**config.mk**
```make
export PLATFORM = sky130hd
export DESIGN_NAME = udt_pkt_classifier
export DESIGN_NICKNAME = d
export VERILOG_FILES = /design/src/rtl/udt_pkt_classifier.sv
export SDC_FILE = /design/constraint.sdc
export NUM_CORES = 1
export LEC_CHECK = 0
export ABC_AREA = 1
export BUFFER_PORTS_ARGS = -buffer_cell sky130_fd_sc_hd__buf_2
export CAP_MARGIN = 20
export CORE_UTILIZATION = 49
export CTS_BUF_LIST = sky130_fd_sc_hd__clkbuf_8
export DETAILED_ROUTE_END_ITERATION = 8
export PLACE_DENSITY_LB_ADDON = 0.3
export SLEW_MARGIN = 10
export SYNTH_ARGS = -nofsm -noshare
export SYNTH_HDL_FRONTEND = slang
export SYNTH_SLANG_ARGS = --single-unit
```
**constraint.sdc**
```tcl
create_clock -name clk -period 7.9 [get_ports clk]
set_clock_uncertainty 0.05 [all_clocks]
set_input_delay 1.58 -clock clk [delete_from_list [all_inputs] [get_ports clk]]
set_output_delay 1.58 -clock clk [all_outputs]
set_load 0.1 [all_outputs]
```
**src/rtl/udt_pkt_classifier.sv**
```systemverilog
// UDT receive-side packet classifier: decodes the header type, tags every beat of the
// packet one-hot, drops unknown types, truncates over-length packets, keeps per-type stats.
module udt_pkt_classifier #(
    parameter int DATA_W    = 64,
    parameter int MAX_BEATS = 256,
    parameter int CNT_W     = 32
) (
    input  logic                 clk,
    input  logic                 core_rst,
    input  logic [DATA_W-1:0]    in_tdata,
    input  logic                 in_tvalid,
    output logic                 in_tready,
    input  logic                 in_tlast,
    output logic [DATA_W-1:0]    out_tdata,
    output logic                 out_tvalid,
    input  logic                 out_tready,
    output logic                 out_tlast,
    output logic [6:0]           out_type,
    output logic                 err_unknown,
    output logic                 err_overlen,
    input  logic                 cnt_clr,
    output logic [7*CNT_W-1:0]   type_cnt,
    output logic [CNT_W-1:0]     drop_cnt
);

    localparam int BW = $clog2(MAX_BEATS + 1);

    typedef enum logic [1:0] {
        S_HDR,
        S_PASS,
        S_DROP
    } state_t;

    state_t            state, state_nxt;
    logic [BW-1:0]     beat_cnt, beat_cnt_nxt;
    logic [6:0]        cur_type;
    logic [6:0]        hdr_type;
    logic [6:0]        push_type;
    logic [15:0]       type_field;
    logic              accept;
    logic              push;
    logic              push_last;
    logic              pop;
    logic              hit_unknown;
    logic              hit_overlen;

    logic [1:0]        fill;
    logic [DATA_W-1:0] skid_data;
    logic              skid_last;
    logic [6:0]        skid_type;

    logic [CNT_W-1:0]  tcnt [7];

    assign in_tready = (fill != 2'd2) || (state == S_DROP);
    assign accept    = in_tvalid & in_tready;
    assign pop       = out_tvalid & out_tready;
    assign push_type = (state == S_HDR) ? hdr_type : cur_type;

    always_comb begin
        type_field = in_tdata[DATA_W-1 -: 16];
        hdr_type   = '0;
        if (!type_field[15]) begin
            hdr_type = 7'h01;
        end else begin
            case (type_field[14:0])
                15'd0:   hdr_type = 7'h02;
                15'd1:   hdr_type = 7'h04;
                15'd2:   hdr_type = 7'h08;
                15'd3:   hdr_type = 7'h10;
                15'd5:   hdr_type = 7'h20;
                15'd6:   hdr_type = 7'h40;
                default: hdr_type = '0;
            endcase
        end
    end

    always_ff @(posedge clk) begin
        if (core_rst) begin
            state    <= S_HDR;
            beat_cnt <= '0;
            cur_type <= '0;
        end else begin
            state    <= state_nxt;
            beat_cnt <= beat_cnt_nxt;
            if (state == S_HDR && push) begin
                cur_type <= hdr_type;
            end
        end
    end

    always_comb begin
        state_nxt    = state;
        beat_cnt_nxt = beat_cnt;
        push         = 1'b0;
        push_last    = in_tlast;
        hit_unknown  = 1'b0;
        hit_overlen  = 1'b0;
        case (state)
            S_HDR: begin
                if (accept) begin
                    if (hdr_type != '0) begin
                        push         = 1'b1;
                        beat_cnt_nxt = BW'(1);
                        state_nxt    = in_tlast ? S_HDR : S_PASS;
                    end else begin
                        hit_unknown = 1'b1;
                        state_nxt   = in_tlast ? S_HDR : S_DROP;
                    end
                end
            end
            S_PASS: begin
                if (accept) begin
                    push         = 1'b1;
                    beat_cnt_nxt = beat_cnt + 1'b1;
                    if (in_tlast) begin
                        state_nxt = S_HDR;
                    end else if (beat_cnt_nxt == BW'(MAX_BEATS)) begin
                        // the beat that hits the limit is the truncated packet's last beat
                        push_last   = 1'b1;
                        hit_overlen = 1'b1;
                        state_nxt   = S_DROP;
                    end
                end
            end
            S_DROP: begin
                if (accept && in_tlast) begin
                    state_nxt = S_HDR;
                end
            end
            default: state_nxt = S_HDR;
        endcase
    end

    // Two-entry output stage: the out_* registers are the head, skid_* holds the overflow beat.
    always_ff @(posedge clk) begin
        if (core_rst) begin
            fill       <= 2'd0;
            out_tvalid <= 1'b0;
            out_tdata  <= '0;
            out_tlast  <= 1'b0;
            out_type   <= '0;
            skid_data  <= '0;
            skid_last  <= 1'b0;
            skid_type  <= '0;
        end else begin
            case (fill)
                2'd0: begin
                    if (push) begin
                        out_tdata  <= in_tdata;
                        out_tlast  <= push_last;
                        out_type   <= push_type;
                        out_tvalid <= 1'b1;
                        fill       <= 2'd1;
                    end
                end
                2'd1: begin
                    if (push && pop) begin
                        out_tdata <= in_tdata;
                        out_tlast <= push_last;
                        out_type  <= push_type;
                    end else if (push) begin
                        skid_data <= in_tdata;
                        skid_last <= push_last;
                        skid_type <= push_type;
                        fill      <= 2'd2;
                    end else if (pop) begin
                        out_tvalid <= 1'b0;
                        fill       <= 2'd0;
                    end
                end
                2'd2: begin
                    if (pop) begin
                        out_tdata <= skid_data;
                        out_tlast <= skid_last;
                        out_type  <= skid_type;
                        fill      <= 2'd1;
                    end
                end
                default: begin
                    out_tvalid <= 1'b0;
                    fill       <= 2'd0;
                end
            endcase
        end
    end

    always_ff @(posedge clk) begin
        if (core_rst) begin
            err_unknown <= 1'b0;
            err_overlen <= 1'b0;
        end else begin
            err_unknown <= hit_unknown;
            err_overlen <= hit_overlen;
        end
    end

    always_ff @(posedge clk) begin
        if (core_rst || cnt_clr) begin
            for (int unsigned i = 0; i < 7; i++) begin
                tcnt[i] <= '0;
            end
            drop_cnt <= '0;
        end else begin
            if (state == S_HDR && push) begin
                for (int unsigned i = 0; i < 7; i++) begin
                    if (hdr_type[i] && tcnt[i] != '1) begin
                        tcnt[i] <= tcnt[i] + 1'b1;
                    end
                end
            end
            if ((hit_unknown || hit_overlen) && drop_cnt != '1) begin
                drop_cnt <= drop_cnt + 1'b1;
            end
        end
    end

    always_comb begin
        type_cnt = '0;
        for (int unsigned i = 0; i < 7; i++) begin
            type_cnt[i*CNT_W +: CNT_W] = tcnt[i];
        end
    end

endmodule

```
## Yosys cells after proc, flatten, opt, wreduce, memory -nomap -nowiden

Memory sizes are Yosys's and may differ from the RTL's.
Cells that the tools add are included.
W data, S select, Z words.

- Reduce and logical (&&, ||, !) cells: 26
- Equality and inequality tests: 31
- $add $sub $neg: 9
- Mux-type cells: 90
- Bitwise gates (word level): 11

Operators with widths:

| kind | count |
|---|---|
| $add A32 B1 Y32 const B | 8 |
| $ne A32 B32 Y1 const B | 8 |
| $mux W32 | 7 |
| $mux W64 | 3 |
| $pmux W64 S3 | 1 |
| $mux W1 | 51 |
| $pmux W7 S6 | 1 |
| $mux W7 | 5 |
| $eq A15 B2 Y1 const B | 2 |
| $eq A15 B3 Y1 const B | 2 |
| $mux W9 | 3 |
| $mux W2 | 12 |
| $pmux W7 S3 | 1 |
| $ne A2 B2 Y1 const B | 10 |
| $pmux W9 S2 | 1 |
| $reduce_and A4 Y1 | 4 |
| $eq A15 B1 Y1 const B | 1 |
| $logic_not A15 Y1 | 1 |
| $pmux W2 S3 | 2 |
| $logic_and A1 B1 Y1 | 11 |
| $add A9 B1 Y9 const B | 1 |
| $eq A9 B9 Y1 const B | 1 |
| $or A1 B1 Y1 | 7 |
| $reduce_bool A7 Y1 | 1 |
| 14 further kinds | 23 |

- Register bits after elaboration: 199
- Bits in writable memories: 224
- Memories kept: 1

Memory list:

| memory | depth | bits a word | read ports | clocked after memory_dff | wr ports | line | RTL |
|---|---|---|---|---|---|---|---|
| tcnt | 7 | 32 | 7 | 0 | 7 | 52 | `logic [CNT_W-1:0] tcnt [7];` |

## Longest topological paths before layout

Gate-level depths: netlist (run 1).

- Depth after elaboration: 12
- Gate-level depth with buffers: 15
- Gate-level depth less buffers: 14

## Worst setup path after synthesis (run 1)

Ideal clock, no wire load.

- Kind: input to register
- From: in in_tdata[60]
- To: mem tcnt[2][0] (enable)
- Setup slack: 4.136 ns
- Required time: 7.461 ns
- Buffers on the path: 0
- Arrival time: 3.324 ns
- Stages on the path: 11
- Path through: nor2_1 -> nand2_1 -> nor2_4 -> nand3_1 -> nand2_2 -> nor2_4 -> nand2_4 -> nand2_8 -> nor3_4 -> nand2_1 -> nand2_1

RTL lines:

| item | line | RTL |
|---|---|---|
| start: declaration | 10 | `input logic [DATA_W-1:0] in_tdata,` |
| end: declaration | 52 |  |

## Final worst setup path (run 1)

- From: in in_tdata[52]
- To: reg skid_data[19]

- Longest elaborated chain between the ends: 10
- Elaborated cells between the ends (all ways): 15
- Classes of those cells: 5 x eq/ne; 5 x mux; 1 x bitwise; 4 x reduce/logical

RTL lines:

| item | line | RTL |
|---|---|---|
| $eq A15 B3 Y1, or another cell as far along | 65 | `case (type_field[14:0])` |
| $pmux W7 S6 (*) | 65 |  |
| $mux W7 (*) | 62 | `if (!type_field[15]) begin` |
| $reduce_bool A7 Y1 (*) | 101 | `if (hdr_type != '0) begin` |
| $mux W1 (*) | 101 |  |
| $mux W1 (*) | 100 | `if (accept) begin` |
| $pmux W1 S2 (*) | 98 | `case (state)` |
| $logic_and A1 B1 Y1 | 157 | `if (push && pop) begin` |
| $not A1 Y1 (no line) | - |  |
| $reduce_and A3 Y1 (no line) (*) | - |  |
| end signal: assignment | 162 | `skid_data <= in_tdata;` |
| end: declaration | 48 | `logic [DATA_W-1:0] skid_data;` |

Every way passes the cells marked *; elsewhere a longest branch is shown, timed or not.
A chain may end at the register's enable or synchronous reset.

==> metrics.txt, run 1 <==
status finished clean; reported max-cap violation count 0; crit-path cells buf_2 -> nor2_1 -> nand2_1 -> inv_1 -> nand3_1 -> nor2_2 -> nor2_2 -> nand3_2 -> nand2_2 -> inv_2 -> nand3_4 -> buf_4 -> o21ai_0 -> a21oi_1; end of the worst register-to-register path skid_data[42]$_SDFFE_PP0P_; die boundary width 218.9 µm; reg-to-reg startpoint fill[1]$_SDFFE_PP0P_; slew at the pin closest to its max-slew limit 1.024 ns; height of the die 218.9 µm; number of vias after detailed routing 20520; time the worst path needs with I/O delays and setup 4.086 ns; met1 usage between 30% and 40%; setup slack, reg-to-reg 4.43 ns; root buffer cell clkbuf_8; biggest fanout along the worst timing path 73; number of warnings issued by yosys 0; post-CTS setup buffers 0; first-pass GRT wire length ~94000 µm; global routing met3 resource utilization under 10%; HPWL after DPL between 40000 and 50000 µm; cell-internal power 3891 µW; grt total ovfl 0; Clock Pin Slew Worst Setup and Hold Paths approximately 0.060 ns; share of the synthesized area in the top cell type 29.17%; Setup TNS Final 0 ns; leading cell types by total area after synthesis edfxtp_1, dfxtp_1, nand2_1, nor2_1, inv_1; dominant combinational cell family by area after synthesis simple AND/OR/NAND/NOR gates; number of nets produced by synthesis ~3100; Iteration-0 DRC Markers 1749; clock tree sinks 423; per-cell routed wire length 14.62 µm; worst min path class reg2reg; number of rows in the core area 79; share of the yosys chip area belonging to registers 46.44%; Mapped Area about 23000 µm²; endpoints failing hold 0; Unique masters post-synth 54; RD Place Congestion ~0.92; power share of the clock group 30.5%; total number of H-tree levels 3; Net Sw Power 2709 µW; number of synthesized register bits 423; layer with the highest usage after global routing met2; Hold Crit Start skid_data[43]$_SDFFE_PP0P_; DRC violations left 0; destination of the worst hold path skid_data[43]$_SDFFE_PP0P_; crit path kind in2reg; cell count after synthesis around 3000; xor-xnor portion of the synthesized cell area 4.330%; proportion of power drawn by flip-flops and latches ~40%; number of nets in the final layout 3457; boundary pin count 402; fraction of the mapped netlist area in simple logic gates 30.66%; pin count of the biggest net entering global routing 144; sort of element at the end of the critical path flip-flop; share of layout cells above drive strength 1 19.52%; number of vias per cell after detailed routing 5.078; data required time at the worst endpoint 8.33 ns; number of global-route vias before repair 18360; area leader, netlist edfxtp_1; Hold Path Cell Cnt 2; Buffers on Ports 401; number of instances in the placed design ~4000; antenna violations before repair 5; worst IR drop on VDD 273.6 µV; post-route insts no fill 4040; area enclosed by the die boundary 47930 µm²; filler instances approximately 4400; Detailed Route WL 59070 µm; standard cell core area 46460 µm²; library cell appearing most often on the critical path nor2_2; complex-gate fraction of the synthesized area 8.800%; CTS tree built; final count of negative-setup-slack endpoints 0; length in cells of the worst reg-to-reg path 11; Max Fclk 244.7 MHz; post-CTS sizing 0; power density of the placed cells 245.8 nW/µm²; met2 Usage GRT 37.57%; multiplexer fraction of the synthesized cell area 0%; Clock Latency Late Sink 0.65 ns; final worst-path cycle share around 52%; CTS hold repair buffers 0; starting density of the core 49.64%; fraction of power consumed by combinational cells 29.6%; number of nets with antenna violations after detailed routing 0; Critical-path top delay cell buf_4; detailed-router iteration count before antenna repair 5; number of CTS-inserted buffers 75; mean post-synth cell area 7.720 µm²; Final Max Slew Viols 0; arrival time reported for the critical path endpoint 4.52 ns; critical path launch point type input pin; leakage power between 0.01 and 0.015 µW; growth of design area from synthesis to finish 16.43%; number of buffers on the longest clock path 3; unrepaired setup endpoints after global routing no; Crit path largest cell delay 0.57 ns; Post-Synth Adder-Cell Area 0.4883%; headroom to the max-slew limit 31.76%; switch share 41.05%; Global Route Usage Sum roughly 24%
synth_stat cells (all sizes together):
master	instances
nand2	646
nor2	497
inv	407
edfxtp	224
dfxtp	199
o21ai	183
a21oi	180
nand3	121
nor3	117
xor2	81
nand4	62
buf	56
clkbuf	48
nor3b	45
xnor2	33
nor4	25
or2	10
ha	9
a31oi	8
nand3b	7
o21a	7
and3	6
clkinv	3
o211a	3
a211oi	2
and2	2
o31ai	2
o41ai	2
a221oi	1
nand2b	1
per-stage QoR:
step / setup slack, ns / instance area, µm² / util (%) / total power, µW / hold slack (ns)
finish: 3.814 / 26850 / 57.79 / 6599 / 0.3948
global route: 3.390 / 26850 / 57.79 / 6895 / 0.4168
CTS: 3.899 / 26800 / 57.70 / 6657 / 0.3983
detailed placement: 3.182 / 25360 / 54.60 / 4625 / 0.3894
global placement: 3.270 / 25360 / 54.60 / 4615 / 0.3835
floorplan: 4.136 / 23060 / - / 4341 / 0.3737
cell usage in the layout (no fill, tap or decap), types with 7 or more instances in the layout:
cell / count
xor2_1: 81
inv_2: 12
nor3_2: 9
nand4_1: 62
clkinv_1: 8
o21ai_0: 182
nand3_1: 116
clkbuf_8: 84
nor2_2: 62
inv_1: 420
nor3_1: 106
ha_1: 9
o21a_1: 7
dfxtp_1: 199
nand2_1: 639
nor4_1: 23
nor3b_2: 22
nor3b_1: 23
a21oi_1: 178
nor2_4: 15
a31oi_1: 8
edfxtp_1: 224
xnor2_1: 33
clkinv_2: 7
or2_2: 10
buf_2: 401
nor2_1: 420
buf_4: 15
critical path, delay by kind of cell:
kind	cells	cell delay (ns)
simple gates	8	1.52
buf+inv	4	1.06
compound gates	2	0.30
cells by family after synthesis:
logic type	count (synthesis)
and+or+nand+nor	1539
buffers and inverters	514
DFF	423
AOI/OAI and AO/OA	388
xor gates and xnor gates	114
adders and majority gates	9
power by group through the flow:
| stage | registers [µW] | logic (µW) | clock network (µW) |
|---|---|---|---|
| 6_report | 2630 | 1950 | 2010 |
| 4_1_cts | 2630 | 1950 | 2070 |
| 2_1_floorplan | 3760 | 579 | 0 |
| 3_3_place_gp | 2670 | 1940 | 0 |
| 5_1_grt | 2660 | 2070 | 2160 |
| 3_5_place_dp | 2680 | 1950 | 0 |
metal layers:
layer / up-vias / share of wire (%)
met3: 88 / 7.3
met1: 9349 / 45
met2: 602 / 45
met4: 8 / 1.8
li1: 10470 / -
met5: - / 0.093
cell type report:
| cell class | instances | area [µm²] | area share [%] |
|---|---|---|---|
| Antenna cell | 1 | 2.502 | 0.009320 |
| Clock buffer | 84 | 1156 | 4.306 |
| Clock inverter | 47 | 284.0 | 1.058 |
| Inverter | 410 | 1555 | 5.792 |
| Multi-Input combinational cell | 2050 | 10220 | 38.06 |
| Sequential cell | 423 | 10710 | 39.89 |
| Tap cell | 607 | 759.5 | 2.829 |
| Timing Repair Buffer | 418 | 2162 | 8.053 |
registers in the layout, summed over array words and instances, names as in the netlist:
register	count
out_type	7
cur_type	7
skid_last	1
fill	2
tcnt	224
err_overlen	1
err_unknown	1
drop_cnt	32
out_tlast	1
state	2
out_tdata	64
skid_data	64
beat_cnt	9
out_tvalid	1
skid_type	7
worst max-delay path by stage:
| stage | start | to | slack [ns] | depth (start not counted) |
|---|---|---|---|---|
| 4_1_cts | in_tdata[52] | skid_data[36]$_SDFFE_PP0P_ | 3.90 | 14 |
| 2_1_floorplan | in_tdata[60] | tcnt[2][0]$_SDFFCE_PN0P_ | 4.14 | 11 |
| 3_5_place_dp | in_tdata[52] | skid_data[36]$_SDFFE_PP0P_ | 3.18 | 14 |
| 3_3_place_gp | in_tdata[52] | skid_data[18]$_SDFFE_PP0P_ | 3.27 | 14 |
| 5_1_grt | in_tdata[52] | skid_data[19]$_SDFFE_PP0P_ | 3.39 | 14 |
| 6_report | in_tdata[52] | skid_data[19]$_SDFFE_PP0P_ | 3.81 | 14 |
Power figures use the tool's default switching activity.
==> run 2: changes to the inputs <==
==> constraint.sdc (replaced) <==
create_clock -name clk -period 4 [get_ports clk]
set_clock_uncertainty 0.05 [all_clocks]
set_input_delay 0.8 -clock clk [delete_from_list [all_inputs] [get_ports clk]]
set_output_delay 0.8 -clock clk [all_outputs]
set_load 0.1 [all_outputs]
==> metrics.txt, run 2 (same netlist as run 1, synthesis figures left out) <==
library cell appearing most often on the critical path nor2_1; time the worst path needs with I/O delays and setup 2.975 ns; Global Route Usage Sum between 20% and 30%; first-pass GRT wire length 95470 µm; growth of design area from synthesis to finish 16.88%; pin count of the biggest net entering global routing 145; die boundary width about 220 µm; Max Fclk 336.1 MHz; Top reg by flops tcnt; leakage power 0.01155 µW; worst IR drop on VDD between 400 and 500 µV; share of layout cells above drive strength 1 19.69%; number of nets with antenna violations after detailed routing 0; Critical-path top delay cell nand3_2; top flop regs tcnt x224, out_tdata x64, skid_data x64; number of rows in the core area 79; DRC violations left 0; number of nets in the final layout 3469; FF+latch area approximately 11000 µm²; utilization after layout just under 60%; Buffers on Ports 401; CTS tree built; power density of the placed cells 480.7 nW/µm²; RD Place Congestion 0.9324; power share of the clock group 30.0%; Net Sw Power 5363 µW; data required time at the worst endpoint between 4 and 5 ns; fraction of power consumed by combinational cells between 20% and 30%; boundary pin count ~400; slew at the pin closest to its max-slew limit 0.8788 ns; endpoints failing hold 0; Clock Latency Late Sink 0.65 ns; HPWL after DPL between 40000 and 50000 µm; status finished clean; Detailed Route WL 59860 µm; post-CTS setup buffers 0; Crit path largest cell delay around 0.42 ns; number of global-route vias before repair approximately 19000; crit path kind reg2reg; clock tree sinks around 420; cell-internal power 7593 µW; headroom to the max-slew limit 41.33%; Final Max Slew Viols 0; combined area of the multi-input logic cells 10220 µm²; switch share 41.39%; worst min path class reg2reg; commonest cells after routing, fill and taps aside nand2_1, inv_1, nor2_1; detailed-router iteration count before antenna repair 5; final worst-path cycle share 74.38%; Clock Pin Slew Worst Setup and Hold Paths roughly 0.060 ns; crit-path cells ha_1 -> nand2_1 -> nor2_1 -> nand3_1 -> nor2_1 -> nand4_1 -> nor2_1 -> nand4_1 -> nand3_2 -> buf_4 -> nor3b_2; per-cell routed wire length 14.76 µm; CTS hold repair buffers 0; critical path launch point type flip-flop; standard cell core area 46460 µm²; unrepaired setup endpoints after global routing no; starting density of the core approximately half; number of buffers on the longest clock path 3; proportion of power drawn by flip-flops and latches 40.2%; number of vias per cell after detailed routing 5.084; reported max-cap violation count 0; filler instances 4367; biggest fanout along the worst timing path 20; number of vias after detailed routing between 20000 and 25000; post-CTS sizing 0; area enclosed by the die boundary 47930 µm²; Iteration-0 DRC Markers 1478; Setup TNS Final 0 ns; grt total ovfl 0; antenna violations before repair 3; height of the die 218.9 µm; sort of element at the end of the critical path flip-flop; flip-flop count of the largest register, all copies and words added 224; final count of negative-setup-slack endpoints 0; root buffer cell clkbuf_8; arrival time reported for the critical path endpoint 3.32 ns; total number of H-tree levels 3; number of CTS-inserted buffers 76; commonest non-fill, non-tap cell in the layout nand2_1
run 2: layout make-up:
cell class                 instances  share of cell area, %
inverter                         410                  5.770
multi-input combinational       2050                  37.92
timing repair buffer             429                  8.439
antenna                            1               0.009284
tap                              607                  2.818
clock inverter                    51                 0.9702
clock buffer                      85                  4.340
sequential                       423                  39.74
run 2: path summary, 6_finish.rpt:
check / startpoint / end / slack [ns] / cells after the start
hold reg to reg: skid_data[62]$_SDFFE_PP0P_ / skid_data[62]$_SDFFE_PP0P_ / 0.40 / 2
hold / removal: skid_data[62]$_SDFFE_PP0P_ / skid_data[62]$_SDFFE_PP0P_ / 0.40 / 2
setup reg to reg: tcnt[5][0]$_SDFFCE_PN0P_ / tcnt[5][22]$_SDFFCE_PN0P_ / 1.02 / 11
setup / recovery: tcnt[5][0]$_SDFFCE_PN0P_ / tcnt[5][22]$_SDFFCE_PN0P_ / 1.02 / 11
run 2: worst max-delay path: cells and delay by family (launching register included):
family / cells / cell delay, ns
buffers and inverters: 1 / 0.30
and+or+nand+nor: 9 / 1.76
DFF: 1 / 0.40
adders and majority gates: 1 / 0.20
run 2: layer usage:
metal | routed length (µm) | vias up | share of wire [%] | track usage, %
li1 | - | 10500 | - | -
met1 | 27010 | 9445 | 45 | 32.75
met2 | 26990 | 593 | 45 | 38.28
met3 | 4482 | 82 | 7.5 | 5.863
met4 | 1348 | 4 | 2.3 | 8.634
met5 | 21 | - | 0.035 | 0
run 2: power groups by stage:
stage,combinational (µW),sequential (µW),clock [µW]
after floorplan,1140,7430,0
after global placement,3840,5280,0
after detailed placement,3850,5290,0
after CTS,3870,5210,4000
after global routing,4100,5250,4210
final,3860,5210,3890
run 2: metrics by stage:
step / cell area [µm²] / hold WS [ns] / instances / worst slack, ns / total power [µW]
finish: 26950 / 0.3955 / 4056 / 1.025 / 12960
global route: 26950 / 0.3763 / 4055 / 0.7333 / 13560
CTS: 26920 / 0.3391 / 4054 / 1.040 / 13070
detailed placement: 25490 / 0.3860 / 3918 / 0.4774 / 9148
global placement: 25490 / 0.3827 / 3918 / 0.5701 / 9123
floorplan: 23060 / 0.3737 / 2987 / 0.4428 / 8573
==> run 3: changes to the inputs <==
==> constraint.sdc (replaced) <==
create_clock -name clk -period 2.4 [get_ports clk]
set_clock_uncertainty 0.05 [all_clocks]
set_input_delay 0.48 -clock clk [delete_from_list [all_inputs] [get_ports clk]]
set_output_delay 0.48 -clock clk [all_outputs]
set_load 0.1 [all_outputs]
==> metrics.txt, run 3 (same netlist as run 1, synthesis figures left out) <==
Hold WS around 0.075 ns; number of instances in the placed design 4026; number of CTS-inserted buffers 76; starting density of the core 49.64%; number of global-route vias before repair 19440; boundary pin count 402; reported max-cap violation count 0; length in cells of the worst reg-to-reg path 11; Top reg by flops tcnt; growth of design area from synthesis to finish 24.50%; die boundary width around 220 µm; Clock Pin Slew Worst Setup and Hold Paths 0.06 ns; final worst-path cycle share 95.80%; time the worst path needs with I/O delays and setup 2.299 ns; worst IR drop on VDD 1081 µV; data required time at the worst endpoint 2.74 ns; Final Max Slew Viols 0; pin count of the biggest net entering global routing 127; CTS hold repair buffers 0; status finished clean; Hold Path Cell Cnt 3; first-pass GRT wire length approximately 97000 µm; met1 usage 32.65%; worst min path class in2reg; Hold Crit Start in_tdata[30]; sort of element at the end of the critical path flip-flop; root buffer cell clkbuf_8; height of the die about 220 µm; biggest fanout along the worst timing path 29; utilization after layout 61.80%; power density of the placed cells 767.4 nW/µm²; CTS tree built; Max Fclk 434.9 MHz; Finished Cell Area between 20000 and 30000 µm²; slew at the pin closest to its max-slew limit 0.6221 ns; global routing met3 resource utilization 5.100%; headroom to the max-slew limit 58.37%; HPWL after DPL 44090 µm; Detailed Route WL 61550 µm; leakage power roughly 0.012 µW; grt total ovfl 0; detailed-router iteration count before antenna repair 9; commonest cells after routing, fill and taps aside nand2_1, inv_1, buf_2; critical path launch point type flip-flop; area enclosed by the die boundary about 48000 µm²; RD Place Congestion 0.8973; met2 Usage GRT between 30% and 40%; commonest non-fill, non-tap cell in the layout nand2_1; final count of negative-setup-slack endpoints 0; start point of the critical path tcnt[5][0]$_SDFFCE_PN0P_; number of vias after detailed routing 21250; reg-to-reg startpoint tcnt[5][0]$_SDFFCE_PN0P_; number of rows in the core area 79; DRC violations left 0; number of buffers on the longest clock path 3; number of nets with antenna violations after detailed routing 0; antenna violations before repair 7; per-cell routed wire length 14.71 µm; Global Route Usage Sum 24.83%; arrival time reported for the critical path endpoint 2.64 ns; total number of H-tree levels 3; top flop regs tcnt x224, out_tdata x64, skid_data x64; placed inst area 27000 µm²; flip-flop count of the largest register, all copies and words added 224; layer with the highest usage after global routing met2; crit path kind reg2reg; share of layout cells above drive strength 1 25.72%; post-route insts no fill 4184; clock tree sinks ~420; Setup TNS Final 0 ns; endpoints failing hold 0; standard cell core area around 46000 µm²; Iteration-0 DRC Markers 1510; Buffers on Ports 401; Clock Latency Late Sink 0.66 ns; unrepaired setup endpoints after global routing yes; number of nets in the final layout 3588; number of vias per cell after detailed routing about 5
[run 3: per-stage QoR]
step | setup WS, ns | power [µW]
floorplan | -0.6731 | 14310
global placement | -0.3066 | 15480
detailed placement | -0.3737 | 15540
CTS | 0.05552 | 22210
global route | -0.02232 | 23010
finish | 0.1008 | 22030
[run 3: area by class of cell]
class	instances	area (µm²)
fill	4163	17750
multi-input combinational	2050	10760
sequential	423	10720
timing repair buffer	548	3428
inverter	410	1555
clock buffer	88	1211
tap	607	759.5
clock inverter	50	257.7
antenna	8	20.02
[run 3: worst paths after layout]
check / end / slack, ns
worst max-delay path: tcnt[5][14]$_SDFFCE_PN0P_ / 0.10
worst min-delay path: skid_data[30]$_SDFFE_PP0P_ / 0.07
worst max register to register: tcnt[5][14]$_SDFFCE_PN0P_ / 0.10
worst min register to register: skid_data[63]$_SDFFE_PP0P_ / 0.39
[run 3: worst max-delay path, cell delays in order (launching register included)]
cell and delay (ns):
edfxtp_1 0.43, ha_2 0.22, nand2_2 0.07, nor2_4 0.12
nand3_1 0.11, nor2_1 0.11, nand4_1 0.17, nor2_2 0.18
nand4_1 0.15, nand3_2 0.14, buf_12 0.21, nor3b_2 0.07
[run 3: per-layer routing]
layer / vias to the layer above / part of all wire, % / wire [µm]
li1: 10740 / - / -
met1: 9678 / 44 / 27040
met2: 688 / 46 / 28380
met3: 142 / 6.4 / 3947
met4: 0 / 3.5 / 2184
met5: - / 0 / 0
[run 3: what timing repair did]
item / CTS / global route
resized for setup: 1 / 35
endpoints found under the setup margin: 1 / 135
setup buffers: 0 / 12
hold endpoints to repair: 0 / 0
pin swaps: 0 / 9
[run 3: power by group]
| part | total (µW) | switching, µW | internal [µW] |
|---|---|---|---|
| Combinational | 6740 | 5490 | 1250 |
| Clock | 6600 | 3130 | 3470 |
| Sequential | 8690 | 445 | 8250 |
